File: src/rtl/imem_loader_pkg.sv
// Shared definitions for the instruction-memory loader: FSM states and
// default geometry of the instruction RAM it fills.
package imem_loader_pkg;

    typedef enum logic [2:0] {
        IDLE  = 3'd0,
        DATA  = 3'd1,
        CHECK = 3'd2,
        DONE  = 3'd3,
        ERR   = 3'd4
    } state_t;

    localparam int          DEF_DEPTH_LOG2  = 4;
    localparam logic [31:0] DEF_BASE_ADDR   = 32'h0000_0000;
    localparam int          DEF_TIMEOUT_CYC = 1000;

endpackage

File: src/rtl/loader_byte_asm.sv
// Little-endian byte-to-word assembler: collects four accepted bytes and
// presents the finished word with a one-cycle word_ready strobe.
module loader_byte_asm (
    input  logic        clk,
    input  logic        reset,
    input  logic [7:0]  byte_in,
    input  logic        byte_en,
    output logic        word_last,
    output logic        word_ready,
    output logic [31:0] word
);

    logic [23:0] lanes;
    logic [1:0]  cnt;

    assign word_last = byte_en && (cnt == 2'd3);

    // The finished word goes to its own register so the next word's first
    // byte can land in lane 0 during the write cycle without disturbing it.
    always_ff @(posedge clk) begin
        if (!reset) begin
            lanes      <= '0;
            cnt        <= '0;
            word_ready <= 1'b0;
            word       <= '0;
        end else begin
            word_ready <= word_last;
            if (byte_en) begin
                cnt <= cnt + 2'd1;
                case (cnt)
                    2'd0:    lanes[7:0]   <= byte_in;
                    2'd1:    lanes[15:8]  <= byte_in;
                    2'd2:    lanes[23:16] <= byte_in;
                    default: word         <= {byte_in, lanes};
                endcase
            end
        end
    end

endmodule

File: src/rtl/imem_loader.sv
// Instruction-RAM loader: parses COUNT / data / CHK frames from the byte
// link, writes words into RAM and releases the core once the image checks out.
module imem_loader
    import imem_loader_pkg::*;
#(
    parameter int          DEPTH_LOG2  = DEF_DEPTH_LOG2,
    parameter logic [31:0] BASE_ADDR   = DEF_BASE_ADDR,
    parameter int          TIMEOUT_CYC = DEF_TIMEOUT_CYC
) (
    input  logic        clk,
    input  logic        reset,
    input  logic [7:0]  rx_data,
    input  logic        rx_valid,
    output logic        rx_ready,
    output logic        we,
    output logic [31:0] wa,
    output logic [31:0] wd,
    output logic        cpu_hold,
    output logic        done,
    output logic        err
);

    localparam int         IW    = DEPTH_LOG2 + 1;
    localparam int         TW    = $clog2(TIMEOUT_CYC + 1);
    localparam logic [8:0] MAX_N = 9'(2 ** DEPTH_LOG2);

    state_t          state, state_nx;
    logic [IW-1:0]   n_words, idx;
    logic [7:0]      chk;
    logic [TW-1:0]   idle_cnt;
    logic            fire, asm_en, word_last, count_ok, timed_out, last_word;

    assign fire      = rx_valid && rx_ready;
    assign asm_en    = fire && (state == DATA);
    assign count_ok  = (rx_data != 8'd0) && ({1'b0, rx_data} <= MAX_N);
    assign timed_out = !fire && (idle_cnt == TW'(TIMEOUT_CYC - 1));
    assign last_word = word_last && ((idx + IW'(1)) == n_words);

    loader_byte_asm u_asm (
        .clk        (clk),
        .reset      (reset),
        .byte_in    (rx_data),
        .byte_en    (asm_en),
        .word_last  (word_last),
        .word_ready (we),
        .word       (wd)
    );

    always_ff @(posedge clk) begin
        if (!reset) state <= IDLE;
        else        state <= state_nx;
    end

    always_comb begin
        state_nx = state;
        case (state)
            IDLE:    if (fire) state_nx = count_ok ? DATA : ERR;
            DATA: begin
                if (last_word)      state_nx = CHECK;
                else if (timed_out) state_nx = ERR;
            end
            CHECK: begin
                if (fire)           state_nx = (rx_data == chk) ? DONE : ERR;
                else if (timed_out) state_nx = ERR;
            end
            default: state_nx = state;
        endcase
    end

    assign rx_ready = (state == IDLE) || (state == DATA) || (state == CHECK);
    assign done     = (state == DONE);
    assign err      = (state == ERR);
    assign cpu_hold = (state != DONE);

    // Frame bookkeeping: word count, running XOR, idle watchdog, write address.
    always_ff @(posedge clk) begin
        if (!reset) begin
            n_words  <= '0;
            idx      <= '0;
            chk      <= '0;
            idle_cnt <= '0;
            wa       <= BASE_ADDR;
        end else begin
            case (state)
                IDLE: begin
                    if (fire) begin
                        n_words <= IW'(rx_data);
                        chk     <= rx_data;
                        idx     <= '0;
                    end
                end
                DATA, CHECK: begin
                    idle_cnt <= fire ? '0 : idle_cnt + TW'(1);
                    if (asm_en) chk <= chk ^ rx_data;
                    if (word_last) begin
                        wa  <= BASE_ADDR + 32'({idx, 2'b00});
                        idx <= idx + IW'(1);
                    end
                end
                default: ;
            endcase
        end
    end

endmodule

File: config.mk
export PLATFORM = sky130hd
export DESIGN_NAME = imem_loader
export DESIGN_NICKNAME = d
export VERILOG_FILES = /design/src/rtl/imem_loader_pkg.sv /design/src/rtl/loader_byte_asm.sv /design/src/rtl/imem_loader.sv
export SDC_FILE = /design/constraint.sdc
export NUM_CORES = 1
export LEC_CHECK = 0
export ABC_AREA = 1
export BUFFER_PORTS_ARGS = -buffer_cell sky130_fd_sc_hd__clkbuf_2
export CAP_MARGIN = 20
export CORE_ASPECT_RATIO = 1.1
export CORE_UTILIZATION = 25
export CTS_CLUSTER_SIZE = 28
export DETAILED_ROUTE_END_ITERATION = 16
export PLACE_DENSITY_LB_ADDON = 0.3
export SYNTH_ARGS = -nofsm -noshare
export SYNTH_HDL_FRONTEND = slang
export SYNTH_SLANG_ARGS = --single-unit
export TNS_END_PERCENT = 10
File: constraint.sdc
create_clock -name clk -period 2.2 [get_ports clk]
set_clock_uncertainty 0.1 [all_clocks]
set_input_delay 0.22 -clock clk [delete_from_list [all_inputs] [get_ports clk]]
set_output_delay 0.22 -clock clk [all_outputs]
set_load 0.01 [all_outputs]
==> reports/metrics.cfg, run 1 <==
[place]
place_inst=818
io_buffers=52
place_hpwl_mm=7.23
dpl_worst_slack_ns=0.387
dpl_cell_area_um2=4650
place_congestion=0.815

[worst_setup_path]
crit_path_end_kind=register
start_kind=register
cp_max_fo=12
cp_data_arrival_time_ns=1.96
critPathKind=reg -> reg
cp_data_required_time_ns=2.34

[grt]
grt_pass1_wl_mm=16.9
grt_start_max_net_pins=44
globalRouteOverflowTotal=0
grt_usage_pct=12.4
grt_pass1_vias=3265
antenna_found_initial=0

[cts]
root_buffer=clkbuf_16
path_clk_slew_ns=0.06
insertion_delay_ns=0.35
cts_buffer_depth=2
htree_levels=3
cts_buffers=9
cts.sinks=95
post_cts.resized_instances=0
cts_tree=done
post_cts_buffers=0
hold_buffers=0

[power_and_ir_drop]
power_mw=3.86
powerDensity_nw_per_um2=778
p_leak_nw=2.00
vdd_ir_drop_max_v=0.000343

[routing]
drt_iter0_markers=190
first_pass_iters=4
wl_mm=10.6
vias=3659
routedLengthMet1_mm=5.12
vias_per_cell=4.39
postRouteAntennaNets=0
highest_layer=met4
wl_per_cell_um=12.7
wl_met3_um=518
drc=0
wl_met2_mm=4.83

[synthesis]
synth_top_family_by_area=simple AND/OR/NAND/NOR gates
synth_seq_cells=95
synth.area.mux_share_pct=0
synth-simple-area-share_pct=24.8
ys_async_sr_fraction_pct=0
ys_top_cells_by_count=nand2_1, dfxtp_1, a21oi_1, nand3_1, inv_1
yosys-top-cells-area=dfxtp_1, nand2_1, a21oi_1
ys.warnings.count=0
synth.top_cell.area_share_pct=44.4
syn_area_um2=4280
ys_types=29
seq_area_frac_synth_pct=44.4
syn_avg_cell_area_um2=7.36
ys.flop_type=dfxtp_1
yosysTopAreaCell=dfxtp_1
synth_edf_count=0
syn_inst=582
synth_fa_ha_area_share_pct=1.75
synth_compound_area_share_pct=14.4
synthXorXnorAreaFrac_pct=3.07
yosysMostFrequentCell=nand2_1

[min_path]
min_path_type=in -> reg

[outcome]
outcome=complete, no violations

[final_layout]
drive_gt1_share_pct=14.8
fin_nets=642
syn2layout_area_growth_pct=15.9
finish.instance_area_um2=4960
antenna_cells=0
fin_cells=833

[sta]
setup_tns_ns=0
setup_viol_count_final=0
fmax_mhz=550
setup_ws_ns=0.381
rsz0062_at_grt=false
fin_crit_sh_pct=82.7
drv_slew=0
finalHoldViolCount=0
post-route-min-period_ns=1.82

[job]
maxCapViolCount=0

[floorplan]
die_w_um=127
io_pins=80
core_area_um2=16600
fp.dieH_um=139
row_count=49
die_area_um2=17700
start_util_pct=25.9

-- where the power goes --
group	leakage, nW	internal [mW]	switching (mW)
logic	1.08	0.138	0.298
registers	0.769	1.77	0.0452
clock network	0.148	0.940	0.665
total	2.00	2.85	1.01
-- through the flow --
step / hold slack, ns / util [%]
detailed placement: 0.354 / 28.1
floorplan: 0.273 / -
global placement: 0.350 / 28.1
finish: 0.109 / 30.0
CTS: 0.106 / 30.0
global route: 0.113 / 30.0
-- cell usage in the layout (no fill, tap or decap), drive strengths merged --
master	n
ha	6
clkinvlp	1
nor3	7
nor2	25
buf	11
and3	3
nand3	45
a221oi	1
clkinv	2
nand2	158
xnor2	9
o22ai	3
o211a	1
nand4	8
nand3b	1
inv	42
xor2	6
bufinv	1
clkbuf	63
dfxtp	95
nor4	1
conb	27
a31oi	2
o21ai	24
a21oi	87
-- final timing paths --
kind / slack (ns) / cells after the start / endpoint / start
worst min-delay path: 0.11 / 3 / chk[0] / reset
worst max-delay path: 0.38 / 8 / idle_cnt[8] / state[2]
worst max register to register: 0.38 / 8 / idle_cnt[8] / state[2]
worst min register to register: 0.36 / 2 / u_asm.word[20] / u_asm.lanes[20]
-- worst max-delay path, stage by stage (launching register included) --
cell and delay [ns]:
dfxtp_1 0.37, inv_2 0.12, nand2_2 0.11, a21oi_4 0.35
nand2_1 0.17, nor4_2 0.27, nand3_1 0.11, nand2_1 0.07
nor2_1 0.04
-- state kept, by name (all words and copies together) (netlist names) --
| register | cells |
|---|---|
| idle_cnt | 10 |
| chk | 8 |
| n_words | 5 |
| state | 3 |
| u_asm.word_ready | 1 |
| u_asm.lanes | 24 |
| u_asm.word | 32 |
| idx | 5 |
| wa | 5 |
| u_asm.cnt | 2 |
-- area by class of cell --
| class | count | area (um2) |
|---|---|---|
| fillers | 1819 | 11600 |
| multi-input cells | 414 | 1980 |
| flip-flops and latches | 95 | 1900 |
| repair buffers | 63 | 355 |
| well taps | 204 | 255 |
| clock buffers | 11 | 253 |
| inverters | 42 | 158 |
| clock inverters | 4 | 55.1 |
-- per-layer routing --
layer	GRT usage (%)	up-vias
met3	2.65	10
li1	-	1933
met1	16.6	1637
met2	18.6	79
met4	6.52	0
met5	0	-
-- logic make-up (layout without fill, tap and decap cells) --
logic type               count (synthesis)  in the layout
flip-flops                              95             95
XOR/XNOR                                15             15
buffers and inverters                   99            120
AO/OA/AOI/OAI                          118            118
adder cells (fa/ha/maj)                  6              6
other                                    1             27
AND/OR/NAND/NOR                        248            248
Note: power is estimated with default switching activity, not from simulation.
==> run 2: changes to the inputs <==
ABC_AREA = 0   (was 1)
clock period = 1.9 ns   (was 2.2 ns; I/O delays follow)
==> reports/metrics.cfg, run 2 <==
[sta]
setup_viol_count_final=1
rsz0062_at_grt=true
fmax_mhz=524
finalHoldViolCount=0
post-route-min-period_ns=1.91
worstMarginPinSlew_ns=0.554
fin_hold_ws_ns=0.102
fin_crit_sh_pct=100
setup_ws_ns=-0.00898
drv_slew=0
slew-limit-headroom_pct=62.8

[floorplan]
row_count=51
fp.dieH_um=142
core_area_um2=17600
die_w_um=130
die_area_um2=18500
start_util_pct=25.5
io_pins=80

[place]
place_hpwl_mm=7.45
io_buffers=52
place_congestion=0.804
place_inst=797

[min_path]
hold_path_depth=3
min_path_type=in -> reg

[final_layout]
largest_reg_flops=32
antenna_cells=0
fin_cells=815
final_common_cell=dfxtp_1
drive_gt1_share_pct=19.2
final_cell_mix=dfxtp_1, nand2_1, clkbuf_2
fillers=1867
syn2layout_area_growth_pct=19.8
top_regs=u_asm.word x32, u_asm.lanes x24, idle_cnt x10
fin_nets=589
top_register=u_asm.word

[cts]
cts_tree=done
path_clk_slew_ns=0.07
insertion_delay_ns=0.34
cts_buffer_depth=2
cts_buffers=9
root_buffer=clkbuf_16
htree_levels=3
cts.sinks=95

[power_and_ir_drop]
powerDensity_nw_per_um2=789
p_sw_share_pct=23.9
internal-power_mw=3.23
power_mw=4.24
clkPwrFrac_pct=44.2
comb_power_share_pct=7.7
vdd_ir_drop_max_v=0.000389
p_sw_mw=1.02
p_leak_nw=2.14
pwr-share-seq_pct=48.2

[synthesis]
synth_edf_count=0
synth-simple-area-share_pct=21.7
yosysMostFrequentCell=dfxtp_1
synth.area.mux_share_pct=7.37
syn_inst=512
seq_area_frac_synth_pct=42.4
yosysTopAreaCell=dfxtp_1
synth_fa_ha_area_share_pct=1.67
ys.flop_type=dfxtp_1
ys_async_sr_fraction_pct=0
synth_compound_area_share_pct=13.9
syn_avg_cell_area_um2=8.76
synth_seq_cells=95
synthXorXnorAreaFrac_pct=4.69
synth_top_family_by_area=simple AND/OR/NAND/NOR gates
synth.top_cell.area_share_pct=42.4
yosys-top-cells-area=dfxtp_1, a21boi_0, nand2_1
ys.warnings.count=0
ys_top_cells_by_count=dfxtp_1, nand2_1, a21boi_0, nor2b_1, mux2i_1
syn_area_um2=4480
ys_types=48

[worst_setup_path]
cp_data_arrival_time_ns=2.02
start_kind=register
cp_max_fo=3
path_cells=ha_1 -> nand4_1 -> a2111o_1 -> a2111oi_2 -> o22ai_1
critPathKind=reg -> reg
max_stage_delay_ns=0.46
cp_data_required_time_ns=2.01
cp_slowest_cell=a2111o_1
crit_path_end_kind=register
reg2reg_depth=5

[grt]
grt_pass1_vias=3381
grt_start_max_net_pins=41
globalRouteOverflowTotal=0
antenna_found_initial=0
grt_usage_pct=12.0
grt_pass1_wl_mm=17.2

[outcome]
violations=DRC, setup timing
outcome=finished with violations

[routing]
drt_iter0_markers=215
postRouteAntennaNets=0
drc=2
wl_mm=10.6
wl_per_cell_um=13.0
first_pass_iters=10
vias_per_cell=4.35
vias=3548

[job]
maxCapViolCount=0

[run 2: changes by cell type after synthesis, moves of 8 or more]
cell	change
a21oi_1	-81
nand2_1	-66
a21boi_0	+47
nor2b_1	+36
nand3_1	-34
mux2i_1	+33
inv_1	-31
clkbuf_1	+14
xnor2_1	+11
buf_2	-10
a22oi_1	+8
[run 2: final cells by class]
| cell class | instances | area [um2] | area share (%) |
|---|---|---|---|
| clock inverter | 5 | 66.3 | 1.23 |
| multi-input combinational | 375 | 2330 | 43.3 |
| sequential | 95 | 1900 | 35.4 |
| clock buffer | 11 | 243 | 4.52 |
| inverter | 5 | 18.8 | 0.349 |
| timing repair buffer | 86 | 519 | 9.66 |
| tap | 238 | 298 | 5.54 |
[run 2: path summary, 6_finish.rpt]
path | start | end | slack [ns]
min reg2reg | u_asm.word[3] | u_asm.word[3] | 0.37
min | rx_data[6] | u_asm.word[30] | 0.10
max reg2reg | idle_cnt[1] | state[1] | -0.009
max | idle_cnt[1] | state[1] | -0.009
[run 2: kinds of logic (layout without fill, tap and decap cells)]
family	count (synthesis)	count (layout)
AOI/OAI and AO/OA	91	91
and+or+nand+nor	194	194
DFF	95	95
buffers and inverters	68	107
adders and majority gates	6	6
muxes	33	33
xor gates and xnor gates	24	24
other	1	27
[run 2: layer usage]
metal	vias to the layer above	GRT usage, %	part of all wire (%)
met5	-	0	0
met1	1665	14.7	46
li1	1778	-	-
met2	86	20.0	47
met3	19	3.16	4.2
met4	0	4.35	2.0
[run 2: critical path, delay by kind of cell, from the launching register on]
| family | cells | cell delay [ns] |
|---|---|---|
| AND/OR/NAND/NOR | 1 | 0.14 |
| adder cells (fa/ha/maj) | 1 | 0.20 |
| flip-flops | 1 | 0.37 |
| AO/OA/AOI/OAI | 3 | 0.97 |
[run 2: power groups by stage]
stage | logic, mW | registers, mW | clock network, mW
6_report | 0.325 | 2.04 | 1.87
4_1_cts | 0.323 | 2.04 | 1.94
5_1_grt | 0.358 | 2.05 | 2.03
3_5_place_dp | 0.322 | 2.09 | 0
2_1_floorplan | 0.271 | 2.08 | 0
3_3_place_gp | 0.315 | 2.09 | 0
[run 2: what timing repair did]
item / 4_1_cts / 5_1_grt
gates cloned: 0 / 0
setup endpoints to repair: 1 / 48
endpoints found under the hold margin: 0 / 0
hold buffers: 0 / 0
pin swaps: 1 / 2
buffers inserted: 2 / 0
gates resized for setup: 1 / 5
[run 2: metrics by stage]
stage / setup WS [ns] / instance area [um2] / utilization (%) / TNS [ns]
after floorplan: 0.0263 / 4580 / - / 0
after global placement: -0.0310 / 5030 / 28.6 / -0.0310
after detailed placement: -0.109 / 5030 / 28.6 / -0.109
after global routing: -0.0651 / 5370 / 30.5 / -0.100
final: -0.00898 / 5370 / 30.5 / -0.00898
after CTS: 0.00404 / 5360 / 30.4 / 0
